==> src/rtl/sram_req_ctrl_pkg.sv <==
// Shared constants and FSM state type for the SRAM request front-end.
package sram_req_ctrl_pkg;

    localparam int DW    = 8;
    localparam int AW    = 3;
    localparam int DEPTH = 2 ** AW;

    typedef enum logic [2:0] {
        IDLE    = 3'd0,
        WR      = 3'd1,
        RD_ADDR = 3'd2,
        RD_DATA = 3'd3,
        RESP    = 3'd4
    } state_t;

endpackage

==> src/rtl/sram_req_ctrl_if.sv <==
// Request/response handshake plus SRAM pin bundle between requester, controller and SRAM.
interface sram_req_ctrl_if
    import sram_req_ctrl_pkg::*;
#(
    parameter int DW = sram_req_ctrl_pkg::DW,
    parameter int AW = sram_req_ctrl_pkg::AW
);

    logic          req_valid;
    logic          req_ready;
    logic          req_we;
    logic [AW-1:0] req_addr;
    logic [DW-1:0] req_wdata;
    logic [AW-1:0] req_len;

    logic          resp_valid;
    logic          resp_ready;
    logic [DW-1:0] resp_rdata;
    logic          resp_last;

    logic          mem_wr_en;
    logic [AW-1:0] mem_addr;
    logic [DW-1:0] mem_wdata;
    logic [DW-1:0] mem_rdata;

    // Controller side.
    modport slave (
        input  req_valid, req_we, req_addr, req_wdata, req_len, resp_ready, mem_rdata,
        output req_ready, resp_valid, resp_rdata, resp_last, mem_wr_en, mem_addr, mem_wdata
    );

    // Requester / memory side.
    modport master (
        output req_valid, req_we, req_addr, req_wdata, req_len, resp_ready, mem_rdata,
        input  req_ready, resp_valid, resp_rdata, resp_last, mem_wr_en, mem_addr, mem_wdata
    );

endinterface

==> src/rtl/sram_req_ctrl.sv <==
// Front-end sequencing single writes and burst reads onto the synchronous SRAM.
module sram_req_ctrl #(
    parameter int DW = sram_req_ctrl_pkg::DW,
    parameter int AW = sram_req_ctrl_pkg::AW
) (
    input  logic               clk,
    input  logic               rst,
    sram_req_ctrl_if.slave     bus
);

    import sram_req_ctrl_pkg::*;

    state_t        state_q,      state_d;
    logic          mem_wr_en_q,  mem_wr_en_d;
    logic [AW-1:0] mem_addr_q,   mem_addr_d;
    logic [DW-1:0] mem_wdata_q,  mem_wdata_d;
    logic          resp_valid_q, resp_valid_d;
    logic [DW-1:0] resp_rdata_q, resp_rdata_d;
    logic          resp_last_q,  resp_last_d;
    logic [AW-1:0] remaining_q,  remaining_d;

    logic req_ready;
    logic accept;

    // Ready only when idle and out of reset, so nothing is accepted on a reset edge.
    assign req_ready = (state_q == IDLE) && rst;
    assign accept    = bus.req_valid && req_ready;

    assign bus.req_ready  = req_ready;
    assign bus.resp_valid = resp_valid_q;
    assign bus.resp_rdata = resp_rdata_q;
    assign bus.resp_last  = resp_last_q;
    assign bus.mem_wr_en  = mem_wr_en_q;
    assign bus.mem_addr   = mem_addr_q;
    assign bus.mem_wdata  = mem_wdata_q;

    // Next-state and registered-output decode; write enable defaults low so it only pulses in WR.
    always_comb begin
        state_d      = state_q;
        mem_wr_en_d  = 1'b0;
        mem_addr_d   = mem_addr_q;
        mem_wdata_d  = mem_wdata_q;
        resp_valid_d = resp_valid_q;
        resp_rdata_d = resp_rdata_q;
        resp_last_d  = resp_last_q;
        remaining_d  = remaining_q;

        case (state_q)
            IDLE: begin
                if (accept) begin
                    mem_addr_d = bus.req_addr;
                    if (bus.req_we) begin
                        mem_wdata_d = bus.req_wdata;
                        mem_wr_en_d = 1'b1;
                        state_d     = WR;
                    end else begin
                        remaining_d = bus.req_len;
                        state_d     = RD_ADDR;
                    end
                end
            end
            WR: begin
                // SRAM commits the write on this edge.
                state_d = IDLE;
            end
            RD_ADDR: begin
                // SRAM registers mem[mem_addr] on this edge.
                state_d = RD_DATA;
            end
            RD_DATA: begin
                resp_rdata_d = bus.mem_rdata;
                resp_valid_d = 1'b1;
                resp_last_d  = (remaining_q == '0);
                state_d      = RESP;
            end
            RESP: begin
                if (bus.resp_ready) begin
                    resp_valid_d = 1'b0;
                    if (remaining_q == '0) begin
                        state_d = IDLE;
                    end else begin
                        remaining_d = remaining_q - AW'(1);
                        mem_addr_d  = mem_addr_q + AW'(1);
                        state_d     = RD_ADDR;
                    end
                end
            end
            default: begin
                state_d = IDLE;
            end
        endcase
    end

    // State and output registers with synchronous active-low reset dropping any burst.
    always_ff @(posedge clk) begin
        if (!rst) begin
            state_q      <= IDLE;
            mem_wr_en_q  <= 1'b0;
            mem_addr_q   <= '0;
            mem_wdata_q  <= '0;
            resp_valid_q <= 1'b0;
            resp_rdata_q <= '0;
            resp_last_q  <= 1'b0;
            remaining_q  <= '0;
        end else begin
            state_q      <= state_d;
            mem_wr_en_q  <= mem_wr_en_d;
            mem_addr_q   <= mem_addr_d;
            mem_wdata_q  <= mem_wdata_d;
            resp_valid_q <= resp_valid_d;
            resp_rdata_q <= resp_rdata_d;
            resp_last_q  <= resp_last_d;
            remaining_q  <= remaining_d;
        end
    end

endmodule

==> src/flat_wrapper.sv <==
// flat-port wrapper written by rule: the top's interface ports become plain ports
module sram_req_ctrl_flat import sram_req_ctrl_pkg::*;
#(
    parameter int DW = sram_req_ctrl_pkg::DW,
    parameter int AW = sram_req_ctrl_pkg::AW
)
  (clk, rst, bus_req_valid, bus_req_we, bus_req_addr, bus_req_wdata, bus_req_len, bus_resp_ready, bus_mem_rdata, bus_req_ready, bus_resp_valid, bus_resp_rdata, bus_resp_last, bus_mem_wr_en, bus_mem_addr, bus_mem_wdata);
  sram_req_ctrl_if #(.DW(DW), .AW(AW)) bus_i ();
  input  logic clk;
  input  logic rst;
  input wire logic [$bits(bus_i.req_valid)-1:0] bus_req_valid;
  input wire logic [$bits(bus_i.req_we)-1:0] bus_req_we;
  input wire logic [$bits(bus_i.req_addr)-1:0] bus_req_addr;
  input wire logic [$bits(bus_i.req_wdata)-1:0] bus_req_wdata;
  input wire logic [$bits(bus_i.req_len)-1:0] bus_req_len;
  input wire logic [$bits(bus_i.resp_ready)-1:0] bus_resp_ready;
  input wire logic [$bits(bus_i.mem_rdata)-1:0] bus_mem_rdata;
  output wire logic [$bits(bus_i.req_ready)-1:0] bus_req_ready;
  output wire logic [$bits(bus_i.resp_valid)-1:0] bus_resp_valid;
  output wire logic [$bits(bus_i.resp_rdata)-1:0] bus_resp_rdata;
  output wire logic [$bits(bus_i.resp_last)-1:0] bus_resp_last;
  output wire logic [$bits(bus_i.mem_wr_en)-1:0] bus_mem_wr_en;
  output wire logic [$bits(bus_i.mem_addr)-1:0] bus_mem_addr;
  output wire logic [$bits(bus_i.mem_wdata)-1:0] bus_mem_wdata;
  assign bus_i.req_valid = bus_req_valid;
  assign bus_i.req_we = bus_req_we;
  assign bus_i.req_addr = bus_req_addr;
  assign bus_i.req_wdata = bus_req_wdata;
  assign bus_i.req_len = bus_req_len;
  assign bus_i.resp_ready = bus_resp_ready;
  assign bus_i.mem_rdata = bus_mem_rdata;
  assign bus_req_ready = bus_i.req_ready;
  assign bus_resp_valid = bus_i.resp_valid;
  assign bus_resp_rdata = bus_i.resp_rdata;
  assign bus_resp_last = bus_i.resp_last;
  assign bus_mem_wr_en = bus_i.mem_wr_en;
  assign bus_mem_addr = bus_i.mem_addr;
  assign bus_mem_wdata = bus_i.mem_wdata;
  sram_req_ctrl #(.DW(DW), .AW(AW)) u_core (.clk(clk), .rst(rst), .bus(bus_i));
endmodule
==> config.mk <==
export PLATFORM = sky130hd
export DESIGN_NAME = sram_req_ctrl_flat
export DESIGN_NICKNAME = d
export VERILOG_FILES = /design/src/rtl/sram_req_ctrl_pkg.sv /design/src/rtl/sram_req_ctrl_if.sv /design/src/rtl/sram_req_ctrl.sv /design/src/flat_wrapper.sv
export SDC_FILE = /design/constraint.sdc
export NUM_CORES = 1
export LEC_CHECK = 0
export BUFFER_PORTS_ARGS = -buffer_cell sky130_fd_sc_hd__clkbuf_2
export CAP_MARGIN = 15
export CORE_UTILIZATION = 50
export CTS_BUF_LIST = sky130_fd_sc_hd__clkbuf_4 sky130_fd_sc_hd__clkbuf_8
export DETAILED_ROUTE_END_ITERATION = 8
export HOLD_SLACK_MARGIN = 0.03
export PLACE_DENSITY = 0.91
export RECOVER_POWER = 50
export SLEW_MARGIN = 10
export SYNTH_ARGS = -nofsm -noshare
export SYNTH_HDL_FRONTEND = slang
export SYNTH_SLANG_ARGS = --single-unit
==> constraint.sdc <==
create_clock -name clk -period 1.7 [get_ports clk]
set_clock_uncertainty 0.1 [all_clocks]
set_input_delay 0.34 -clock clk [delete_from_list [all_inputs] [get_ports clk]]
set_output_delay 0.34 -clock clk [all_outputs]
set_load 0.01 [all_outputs]
# After elaboration in Yosys (flattened, before gate mapping)
# Index checks and enable logic that the tools add are counted.
# op_classes
muxes	17
n_eq_ne	7
addsub	2
reduce_logical	12
# op_table
op	n
$mux 3	9
$pmux 3 s2	2
$pmux 3 s4	1
$eq 3x2->1 const B	2
$logic_not 3->1	2
$ne 2x2->1 const B	3
$reduce_and 3->1	2
$reduce_and 5->1	1
$mux 2	2
$reduce_and 2->1	2
$reduce_and 4->1	1
$reduce_bool 2->1	2
$add 3x1->3 const B	1
$eq 3x3->1 const B	1
$sub 3x1->3 const B	1
$logic_and 1x1->1	2
$mux 1	2
$ne 2x1->1 const B	1
$pmux 1 s2	1
# word_totals
register_bits	28
output_inout_bits	23

# Depth between registers and ports, before layout
# Gate-level depths: netlist (run 1).
# depth
word_depth	5
depth_mapped	6

# Worst setup path before layout (run 1)
# OpenSTA, ideal clock, no wires.
# synth_path
path_kind	register to register
start	register u_core.state_q[2]
end	register u_core.mem_addr_q[1], in the netlist u_core.bus.mem_addr[1]
path_buffers	2
path_stages_with_launch	7
period_less_slack_ps	1584
required_time_ps	1484
path_slack_ps	116
arrival_ps	1368
setup_ps	116
path_cell_list	dfxtp_1 -> buf_6 -> or3b_1 -> clkbuf_2 -> mux2_4 -> mux2i_1 -> nor2b_1
# synth_between
elab_chain_len	5
word_cells_on_any_way	10
cone_classes	eq/ne (4); mux (1); reduce/logical (5)
# synth_lines
item	line_no	rtl
from (decl)	sram_req_ctrl.sv:13	state_t state_q, state_d;
from (signal assigned)	sram_req_ctrl.sv:106	state_q <= state_d;
$logic_not 3->1	sram_req_ctrl.sv:26, sram_req_ctrl.sv:48	
$logic_and 1x1->1	sram_req_ctrl.sv:26	assign req_ready = (state_q == IDLE) && rst;
$logic_and 1x1->1	sram_req_ctrl.sv:27	assign accept = bus.req_valid && req_ready;
$ne 2x1->1 (no line)	n/a	
$reduce_and 4->1 (no line)	n/a	
to (signal assigned)	sram_req_ctrl.sv:108	mem_addr_q <= mem_addr_d;
to (decl)	sram_req_ctrl.sv:15	logic [AW-1:0] mem_addr_q, mem_addr_d;
# Several ways; a longest one is shown, not always the timed one.
# A chain may end at the register's enable or synchronous reset.

# Worst setup path in the final report (run 1)
# layout_path
start	register u_core.state_q[2]
end	output bus_req_ready
# layout_between
elab_chain_len	2
# layout_lines
item	line_no	rtl
$logic_not 3->1	sram_req_ctrl.sv:26	
$logic_and 1x1->1	sram_req_ctrl.sv:26	
to (decl)	flat_wrapper.sv:18	output wire logic [$bits(bus_i.req_ready)-1:0] bus_req_ready;
# No other way between the ends.

==> results of run 1 <==
-- layer usage --
layer  track usage  vias up
met5             0        -
li1              -      547
met1        0.2482      517
met3       0.04348        4
met2        0.4219       32
met4       0.08333        0
-- final cells by class --
type                       instances  share of cell area
clock buffer                       3             0.01341
clock inverter                     1             0.01788
inverter                           4            0.008942
multi-input combinational         88              0.4054
sequential                        28              0.3390
tap                               28             0.02086
timing repair buffer              59              0.1945
-- logic make-up (layout without fill, tap and decap cells) --
family	after synthesis	in the layout
AOI/OAI and AO/OA	18	18
adders and majority gates	3	3
buffers and inverters	10	67
DFF	28	28
muxes	19	19
and+or+nand+nor	48	48
-- cell usage in the layout, fill, tap and decap left out, drive strengths merged --
cell	count
a211o	1
a21boi	4
a21o	2
a21oi	2
a31oi	1
a32oi	2
and2	2
buf	11
bufinv	1
clkbuf	51
dfxtp	28
ha	3
inv	4
mux2	1
mux2i	18
nand2	8
nand2b	1
nand3	1
nand3b	4
nor2	9
nor2b	19
nor3	1
nor3b	1
nor4b	1
o21ai	4
o221a	1
o311a	1
or3b	1
-- worst paths after layout --
check	startpoint	endpoint	slack [ns]	cells after the start
setup / recovery	u_core.state_q[2]$_SDFFE_PN0P_	bus_req_ready	-0.05	3
hold reg to reg	u_core.bus.resp_valid$_SDFFE_PN0P_	u_core.bus.resp_valid$_SDFFE_PN0P_	0.37	2
hold / removal	bus_mem_rdata[2]	u_core.bus.resp_rdata[2]$_SDFFE_PN0P_	0.15	3
setup reg to reg	u_core.state_q[1]$_SDFFE_PN0P_	u_core.bus.mem_addr[1]$_SDFFE_PN0P_	0.01	5
-- worst max-delay path: stages, from the launching register on --
cell and delay [ns]:
dfxtp_2 0.39, nor4b_4 0.32, buf_4 0.19, buf_6 0.10
-- state kept, by name (all words and copies together) (netlist names) --
| name | flops |
|---|---|
| u_core.bus.mem_wdata | 8 |
| u_core.bus.resp_rdata | 8 |
| u_core.bus.mem_addr | 3 |
| u_core.remaining_q | 3 |
| u_core.state_q | 3 |
| u_core.bus.mem_wr_en | 1 |
| u_core.bus.resp_last | 1 |
| u_core.bus.resp_valid | 1 |
-- per-stage QoR --
step	TNS, ns	instances	hold WS, ns	setup slack [ns]
2_1_floorplan	0	126	0.3403	0.1162
3_3_place_gp	0	204	0.3475	0.08074
3_5_place_dp	0	204	0.3519	0.02304
4_1_cts	-0.06769	209	0.1423	-0.06769
5_1_grt	-0.3222	211	0.1494	-0.1179
6_report	-0.05366	211	0.1520	-0.05366
-- power by group through the flow --
| stage | Sequential (µW) | Clock (µW) | Combinational [µW] |
|---|---|---|---|
| floorplan | 713 | 0 | 85.4 |
| global placement | 707 | 0 | 160 |
| detailed placement | 709 | 0 | 166 |
| CTS | 693 | 446 | 173 |
| global route | 693 | 473 | 204 |
| finish | 691 | 439 | 187 |
-- what timing repair did --
action | in CTS | in global routing
gates cloned | 0 | 0
endpoints found under the setup margin | 1 | 7
hold buffers | 0 | 0
pin swaps | 1 | 3
gates resized for setup | 6 | 5
buffers inserted | 1 | 2
hold endpoints to repair | 0 | 0
==> impl_metrics.prom, run 1 <==
# TYPE chip_impl_metric gauge
chip_impl_metric{name="finalCritPeriodShare",unit=""} 1.032
chip_impl_info{name="failed_checks",value="negative setup slack"} 1
chip_impl_info{name="synth_top_family_by_area",value="simple AND/OR/NAND/NOR gates"} 1
chip_impl_metric{name="syn_area_per_cell",unit="µm²"} 10.13
chip_impl_metric{name="share_clk_of_total_power",unit=""} 0.333
chip_impl_metric{name="antenna_violating_nets_post_route",unit=""} 0
chip_impl_info{name="dominant_cell_by_count_in_the_synthesized_netlist",value="dfxtp_1"} 1
chip_impl_metric{name="fin_crit",unit="ns"} 1.754
chip_impl_metric{name="core.rowCount",unit=""} 17
chip_impl_metric{name="crit_arrival",unit="ns"} 1.31
chip_impl_metric{name="p_seq_frac",unit=""} 0.525
chip_impl_metric{name="starting_density_of_the_core",unit=""} 0.5505
chip_impl_info{name="route.top_layer_used",value="met4"} 1
chip_impl_info{name="synth_top_cells_by_area",value="dfxtp_1 44%, mux2i_1 14%, nor2b_1 9.3%"} 1
chip_impl_metric{name="synth_area",unit="µm²"} 1276
chip_impl_metric{name="powerDensity",unit="nW/µm²"} 784.1
chip_impl_info{name="timing_worst_setup_path_type",value="reg2out"} 1
chip_impl_metric{name="floorplan.die.height",unit="µm"} 52.52
chip_impl_metric{name="routabilityCongestion",unit=""} 0.7605
chip_impl_metric{name="floorplan.die.width",unit="µm"} 52.52
chip_impl_metric{name="routed_via_density",unit=""} 5.213
chip_impl_metric{name="grt_first_pass_wirelength",unit="mm"} 4.650
chip_impl_metric{name="fillers",unit=""} 190
chip_impl_metric{name="totalWireLength",unit="mm"} 2.954
chip_impl_metric{name="leakagePower",unit="µW"} 0.0008604
chip_impl_metric{name="multi_input_gate_area_in_the_final_layout",unit="µm²"} 680.7
chip_impl_metric{name="route.detailed.wl_per_inst",unit="µm"} 14.00
chip_impl_info{name="worst_setup_path_end_kind",value="primary output"} 1
chip_impl_metric{name="clock-sinks",unit=""} 28
chip_impl_info{name="synth_area_leader_cell",value="dfxtp_1"} 1
chip_impl_metric{name="synthArstFlopShare",unit=""} 0
chip_impl_metric{name="drtIter0Drc",unit=""} 19
chip_impl_metric{name="total_routing_usage_gr",unit=""} 0.2261
chip_impl_info{name="classification_of_the_worst_slack_hold_path",value="in2reg"} 1
chip_impl_metric{name="regArea",unit="µm²"} 569.3
chip_impl_metric{name="post_synth_num_cell_types",unit=""} 34
chip_impl_metric{name="drt_first_pass_iters",unit=""} 4
chip_impl_metric{name="synthMuxAreaShare",unit=""} 0.1529
chip_impl_metric{name="highest_fanout_seen_on_the_critical_path",unit=""} 5
chip_impl_metric{name="power_switching_share",unit=""} 0.2311
chip_impl_metric{name="final_nets",unit=""} 214
chip_impl_metric{name="wl_met2",unit="mm"} 1.536
chip_impl_metric{name="die-area",unit="µm²"} 2758
chip_impl_metric{name="gate_power_share",unit=""} 0.142
chip_impl_metric{name="clock_path_buffers",unit=""} 2
chip_impl_info{name="status",value="complete, but fails checks"} 1
chip_impl_metric{name="port_buffers",unit=""} 49
chip_impl_metric{name="layout_stage_area_growth_over_the_synthesis_result",unit="%"} 31.57
chip_impl_metric{name="synthesis.nets",unit=""} 156
chip_impl_metric{name="diodes",unit=""} 0
chip_impl_metric{name="core_area",unit="µm²"} 2318
chip_impl_metric{name="layout-drive-gt1-share",unit=""} 0.4044
chip_impl_info{name="yosys_most_used_dff",value="dfxtp_1"} 1
chip_impl_metric{name="maxSlewViolCount",unit=""} 0
chip_impl_metric{name="clock_latency",unit="ns"} 0.33
chip_impl_metric{name="first_global_vias",unit=""} 1119
chip_impl_metric{name="internal_power",unit="µW"} 1012
chip_impl_metric{name="final-setup-viol-count",unit=""} 1
chip_impl_info{name="rsz_0062_raised_after_global_routing",value="yes"} 1
chip_impl_info{name="cp-start-kind",value="flop"} 1
chip_impl_metric{name="post-route-worst-setup-slack",unit="ns"} -0.05366
chip_impl_metric{name="ys_warn_count",unit=""} 0
chip_impl_info{name="clk_root_buffer_cell",value="clkbuf_4"} 1
chip_impl_metric{name="synth_top_cell_area_share",unit=""} 0.4392
chip_impl_metric{name="synth.ff_latch_count",unit=""} 28
chip_impl_metric{name="postLayoutCellArea",unit="µm²"} 1679
chip_impl_metric{name="m1_wire_length",unit="mm"} 1.265
chip_impl_metric{name="synth_simple_gate_area_share",unit=""} 0.2294
chip_impl_metric{name="synth_cells",unit=""} 126
chip_impl_metric{name="postPlaceCellArea",unit="µm²"} 1575
chip_impl_metric{name="cp.required",unit="ns"} 1.26
chip_impl_metric{name="vdd_drop_max",unit="V"} 0.0005291
chip_impl_metric{name="cts.reportedPaths.clkPinSlew",unit="ns"} 0.16
chip_impl_metric{name="synth-edff-count",unit=""} 0
chip_impl_metric{name="net-switching-power",unit="µW"} 304.2
chip_impl_metric{name="fmaxAchievable",unit="GHz"} 0.5702
chip_impl_info{name="synth.cells.most_frequent",value="28 x dfxtp_1, 19 x nor2b_1, 18 x mux2i_1"} 1
chip_impl_metric{name="cts-htree-levels",unit=""} 1
chip_impl_metric{name="synth_sequential_area_ratio",unit=""} 0.4392
chip_impl_info{name="tritoncts_clock_tree",value="done"} 1
chip_impl_metric{name="vias",unit=""} 1100
chip_impl_metric{name="tightestPinTransition",unit="ns"} 0.4756
chip_impl_metric{name="cts_buffers",unit=""} 3
chip_impl_metric{name="finalCoreUtilization",unit=""} 0.7242
chip_impl_metric{name="timing.slew.headroom",unit=""} 0.6829
chip_impl_metric{name="wl_met3",unit="µm"} 126
chip_impl_metric{name="final_hold_violation_count",unit=""} 0
chip_impl_metric{name="grt_antenna_before_repair",unit=""} 0
chip_impl_metric{name="synth-compound-area-share",unit=""} 0.1108
chip_impl_metric{name="maxcap_violations",unit=""} 0
chip_impl_metric{name="pin_count_of_the_biggest_net_entering_global_routing",unit=""} 27
chip_impl_metric{name="drc",unit=""} 0
chip_impl_metric{name="yosys.area_share.xor_xnor",unit=""} 0
chip_impl_metric{name="total_overflow_reported_by_the_global_router",unit=""} 0
chip_impl_metric{name="power.total",unit="µW"} 1317
chip_impl_metric{name="synthAdderAreaFrac",unit=""} 0.02941
chip_impl_metric{name="design.portCount",unit=""} 50
chip_impl_metric{name="dp_hpwl",unit="mm"} 2.046
Note: power is estimated with default switching activity, not from simulation.
==> inputs of run 2 (changes only) <==
--- a/config.mk
+++ b/config.mk
@@ -7,6 +7,8 @@
 export LEC_CHECK = 0
 export BUFFER_PORTS_ARGS = -buffer_cell sky130_fd_sc_hd__clkbuf_2
 export CAP_MARGIN = 15
+export CORE_ASPECT_RATIO = 0.75
+export CORE_MARGIN = 1.5
 export CORE_UTILIZATION = 50
 export CTS_BUF_LIST = sky130_fd_sc_hd__clkbuf_4 sky130_fd_sc_hd__clkbuf_8
 export DETAILED_ROUTE_END_ITERATION = 8
==> impl_metrics.prom, run 2 (synthesized netlist as in run 1, its figures left out) <==
# TYPE chip_impl_metric gauge
chip_impl_info{name="status",value="complete, but fails checks"} 1
chip_impl_info{name="failed_checks",value="negative setup slack"} 1
chip_impl_metric{name="worst-path-buf-inv",unit=""} 2
chip_impl_metric{name="crit_arrival",unit="ns"} 1.27
chip_impl_metric{name="finalCoreUtilization",unit=""} 0.7228
chip_impl_info{name="clk_root_buffer_cell",value="clkbuf_4"} 1
chip_impl_info{name="tritoncts_clock_tree",value="done"} 1
chip_impl_info{name="worst_r2r_startpoint",value="u_core.state_q[1]$_SDFFE_PN0P_"} 1
chip_impl_metric{name="core_area",unit="µm²"} 2365
chip_impl_metric{name="highest_fanout_seen_on_the_critical_path",unit=""} 4
chip_impl_metric{name="floorplan.die.height",unit="µm"} 46.76
chip_impl_metric{name="route.detailed.wl_per_inst",unit="µm"} 13.78
chip_impl_metric{name="clock-sinks",unit=""} 28
chip_impl_metric{name="total_negative_setup_slacks",unit="ns"} -0.01281
chip_impl_info{name="most-common-layout-cells",value="47 x clkbuf_2, 25 x dfxtp_1, 19 x nor2b_1, 18 x mux2i_1, 13 x buf_4"} 1
chip_impl_info{name="gr-max-usage-layer",value="met2"} 1
chip_impl_metric{name="routed_via_density",unit=""} 5.005
chip_impl_metric{name="vias",unit=""} 1106
chip_impl_info{name="critPathLaunch",value="u_core.state_q[1]$_SDFFE_PN0P_"} 1
chip_impl_info{name="worst_setup_path_end_kind",value="primary output"} 1
chip_impl_metric{name="fmaxAchievable",unit="GHz"} 0.5838
chip_impl_metric{name="use_met3",unit=""} 0.06336
chip_impl_metric{name="floorplan.die.width",unit="µm"} 61.34
chip_impl_info{name="classification_of_the_worst_slack_hold_path",value="in2reg"} 1
chip_impl_metric{name="dp.cells",unit=""} 211
chip_impl_metric{name="cts.reportedPaths.clkPinSlew",unit="ns"} 0.14
chip_impl_metric{name="routabilityCongestion",unit=""} 0.8517
chip_impl_metric{name="final_hold_violation_count",unit=""} 0
chip_impl_metric{name="maxcap_violations",unit=""} 0
chip_impl_metric{name="final-instance-count-excl-fill",unit=""} 221
chip_impl_metric{name="antenna_violating_nets_post_route",unit=""} 0
chip_impl_info{name="cp-start-kind",value="flop"} 1
chip_impl_metric{name="leakagePower",unit="µW"} 0.0008714
chip_impl_metric{name="postPlaceCellArea",unit="µm²"} 1590
chip_impl_metric{name="fin_crit",unit="ns"} 1.713
chip_impl_metric{name="drc",unit=""} 0
chip_impl_metric{name="starting_density_of_the_core",unit=""} 0.5397
chip_impl_metric{name="die-area",unit="µm²"} 2868
chip_impl_info{name="cp_cell_sequence",value="nor4b_4 -> buf_4 -> buf_6"} 1
chip_impl_metric{name="grt_first_pass_wirelength",unit="mm"} 4.650
chip_impl_metric{name="final-setup-viol-count",unit=""} 1
chip_impl_metric{name="layout-drive-gt1-share",unit=""} 0.4171
chip_impl_metric{name="clock_path_buffers",unit=""} 2
chip_impl_metric{name="maxSlewViolCount",unit=""} 0
chip_impl_metric{name="vdd_drop_max",unit="V"} 0.0005824
chip_impl_info{name="crit_family",value="flip-flops"} 1
chip_impl_metric{name="design.portCount",unit=""} 50
chip_impl_metric{name="finalCritPeriodShare",unit=""} 1.008
chip_impl_metric{name="cts-htree-levels",unit=""} 1
chip_impl_metric{name="first_global_vias",unit=""} 1072
chip_impl_info{name="layout_commonest_cell",value="clkbuf_2"} 1
chip_impl_metric{name="dp_hpwl",unit="mm"} 2.231
chip_impl_metric{name="timing.slew.headroom",unit=""} 0.7871
chip_impl_metric{name="port_buffers",unit=""} 49
chip_impl_info{name="rsz_0062_raised_after_global_routing",value="yes"} 1
chip_impl_metric{name="drtIter0Drc",unit=""} 23
chip_impl_metric{name="post-route-worst-setup-slack",unit="ns"} -0.01281
chip_impl_metric{name="postLayoutCellArea",unit="µm²"} 1709
chip_impl_metric{name="diodes",unit=""} 0
chip_impl_metric{name="drt_first_pass_iters",unit=""} 4
chip_impl_metric{name="critPathMaxStageDelay",unit="ns"} 0.39
chip_impl_metric{name="core.rowCount",unit=""} 15
chip_impl_metric{name="clock_latency",unit="ns"} 0.32
chip_impl_info{name="slowest_stage",value="dfxtp_4"} 1
chip_impl_metric{name="tightestPinTransition",unit="ns"} 0.3191
chip_impl_metric{name="cts_buffers",unit=""} 3
chip_impl_metric{name="pin_count_of_the_biggest_net_entering_global_routing",unit=""} 27
chip_impl_info{name="min_from",value="bus_mem_rdata[3]"} 1
chip_impl_metric{name="totalWireLength",unit="mm"} 3.045
chip_impl_metric{name="layout_stage_area_growth_over_the_synthesis_result",unit="%"} 33.92
chip_impl_metric{name="fillers",unit=""} 168
chip_impl_metric{name="grt_antenna_before_repair",unit=""} 0
chip_impl_metric{name="post_cts_hold_buffer_count",unit=""} 0
chip_impl_metric{name="final_nets",unit=""} 219
chip_impl_metric{name="cp.required",unit="ns"} 1.26
chip_impl_info{name="timing_worst_setup_path_type",value="reg2out"} 1
chip_impl_metric{name="powerDensity",unit="nW/µm²"} 676.8
chip_impl_metric{name="groute.layer.met2.usage",unit=""} 0.4043
chip_impl_metric{name="pre_cts_ws",unit="ns"} 0.0008408
chip_impl_metric{name="total_overflow_reported_by_the_global_router",unit=""} 0
chip_impl_metric{name="gr-usage-met1",unit=""} 0.2581
chip_impl_metric{name="total_routing_usage_gr",unit=""} 0.2247
## run 2: power breakdown
group / internal [µW] / switching (µW) / total, µW
Combinational: 107 / 92.7 / 200
Clock: 83.1 / 181 / 264
Sequential: 676 / 17.1 / 693
Total: 866 / 291 / 1160
## run 2: path summary, 6_finish.rpt
path                                            to  slack, ns  cells past startpoint
min reg2reg     u_core.remaining_q[1]$_SDFFE_PN0P_       0.40                      2
max reg2reg   u_core.bus.mem_wdata[3]$_SDFFE_PN0P_       0.05                      7
min          u_core.bus.resp_rdata[3]$_SDFFE_PN0P_       0.16                      3
max                                  bus_req_ready      -0.01                      3
## run 2: area by class of cell
| class | count | area, µm² | share of cell area |
|---|---|---|---|
| clock buffers | 3 | 22.52 | 0.01318 |
| inverters | 4 | 15.01 | 0.008785 |
| multi-input cells | 88 | 689.4 | 0.4034 |
| flip-flops and latches | 28 | 569.3 | 0.3331 |
| well taps | 34 | 42.54 | 0.02489 |
| repair buffers | 64 | 370.4 | 0.2167 |
## run 2: worst register-to-register path, cell delays in order (launching register included)
cell     delay (ns)
dfxtp_4        0.39
nor4b_4        0.30
buf_4          0.15
buf_4          0.11
nand3_1        0.09
buf_6          0.16
mux2i_1        0.18
nor2b_1        0.07
## run 2: metrics by stage
| step | hold slack [ns] | power (µW) |
|---|---|---|
| after floorplan | 0.3403 | 798.4 |
| after global placement | 0.3478 | 868.0 |
| after detailed placement | 0.3679 | 878.2 |
| after CTS | 0.1610 | 1144 |
| after global routing | 0.1653 | 1210 |
| final | 0.1622 | 1157 |
## run 2: what timing repair did
item / CTS / global route
resized for setup: 4 / 10
setup endpoints to repair: 4 / 7
setup buffers: 6 / 1
pin swaps: 1 / 3
## run 2: metal layers
layer,vias to the layer above,routed length [µm]
met3,4,142
met5,-,0
li1,558,-
met2,32,1547
met4,0,34
met1,512,1322
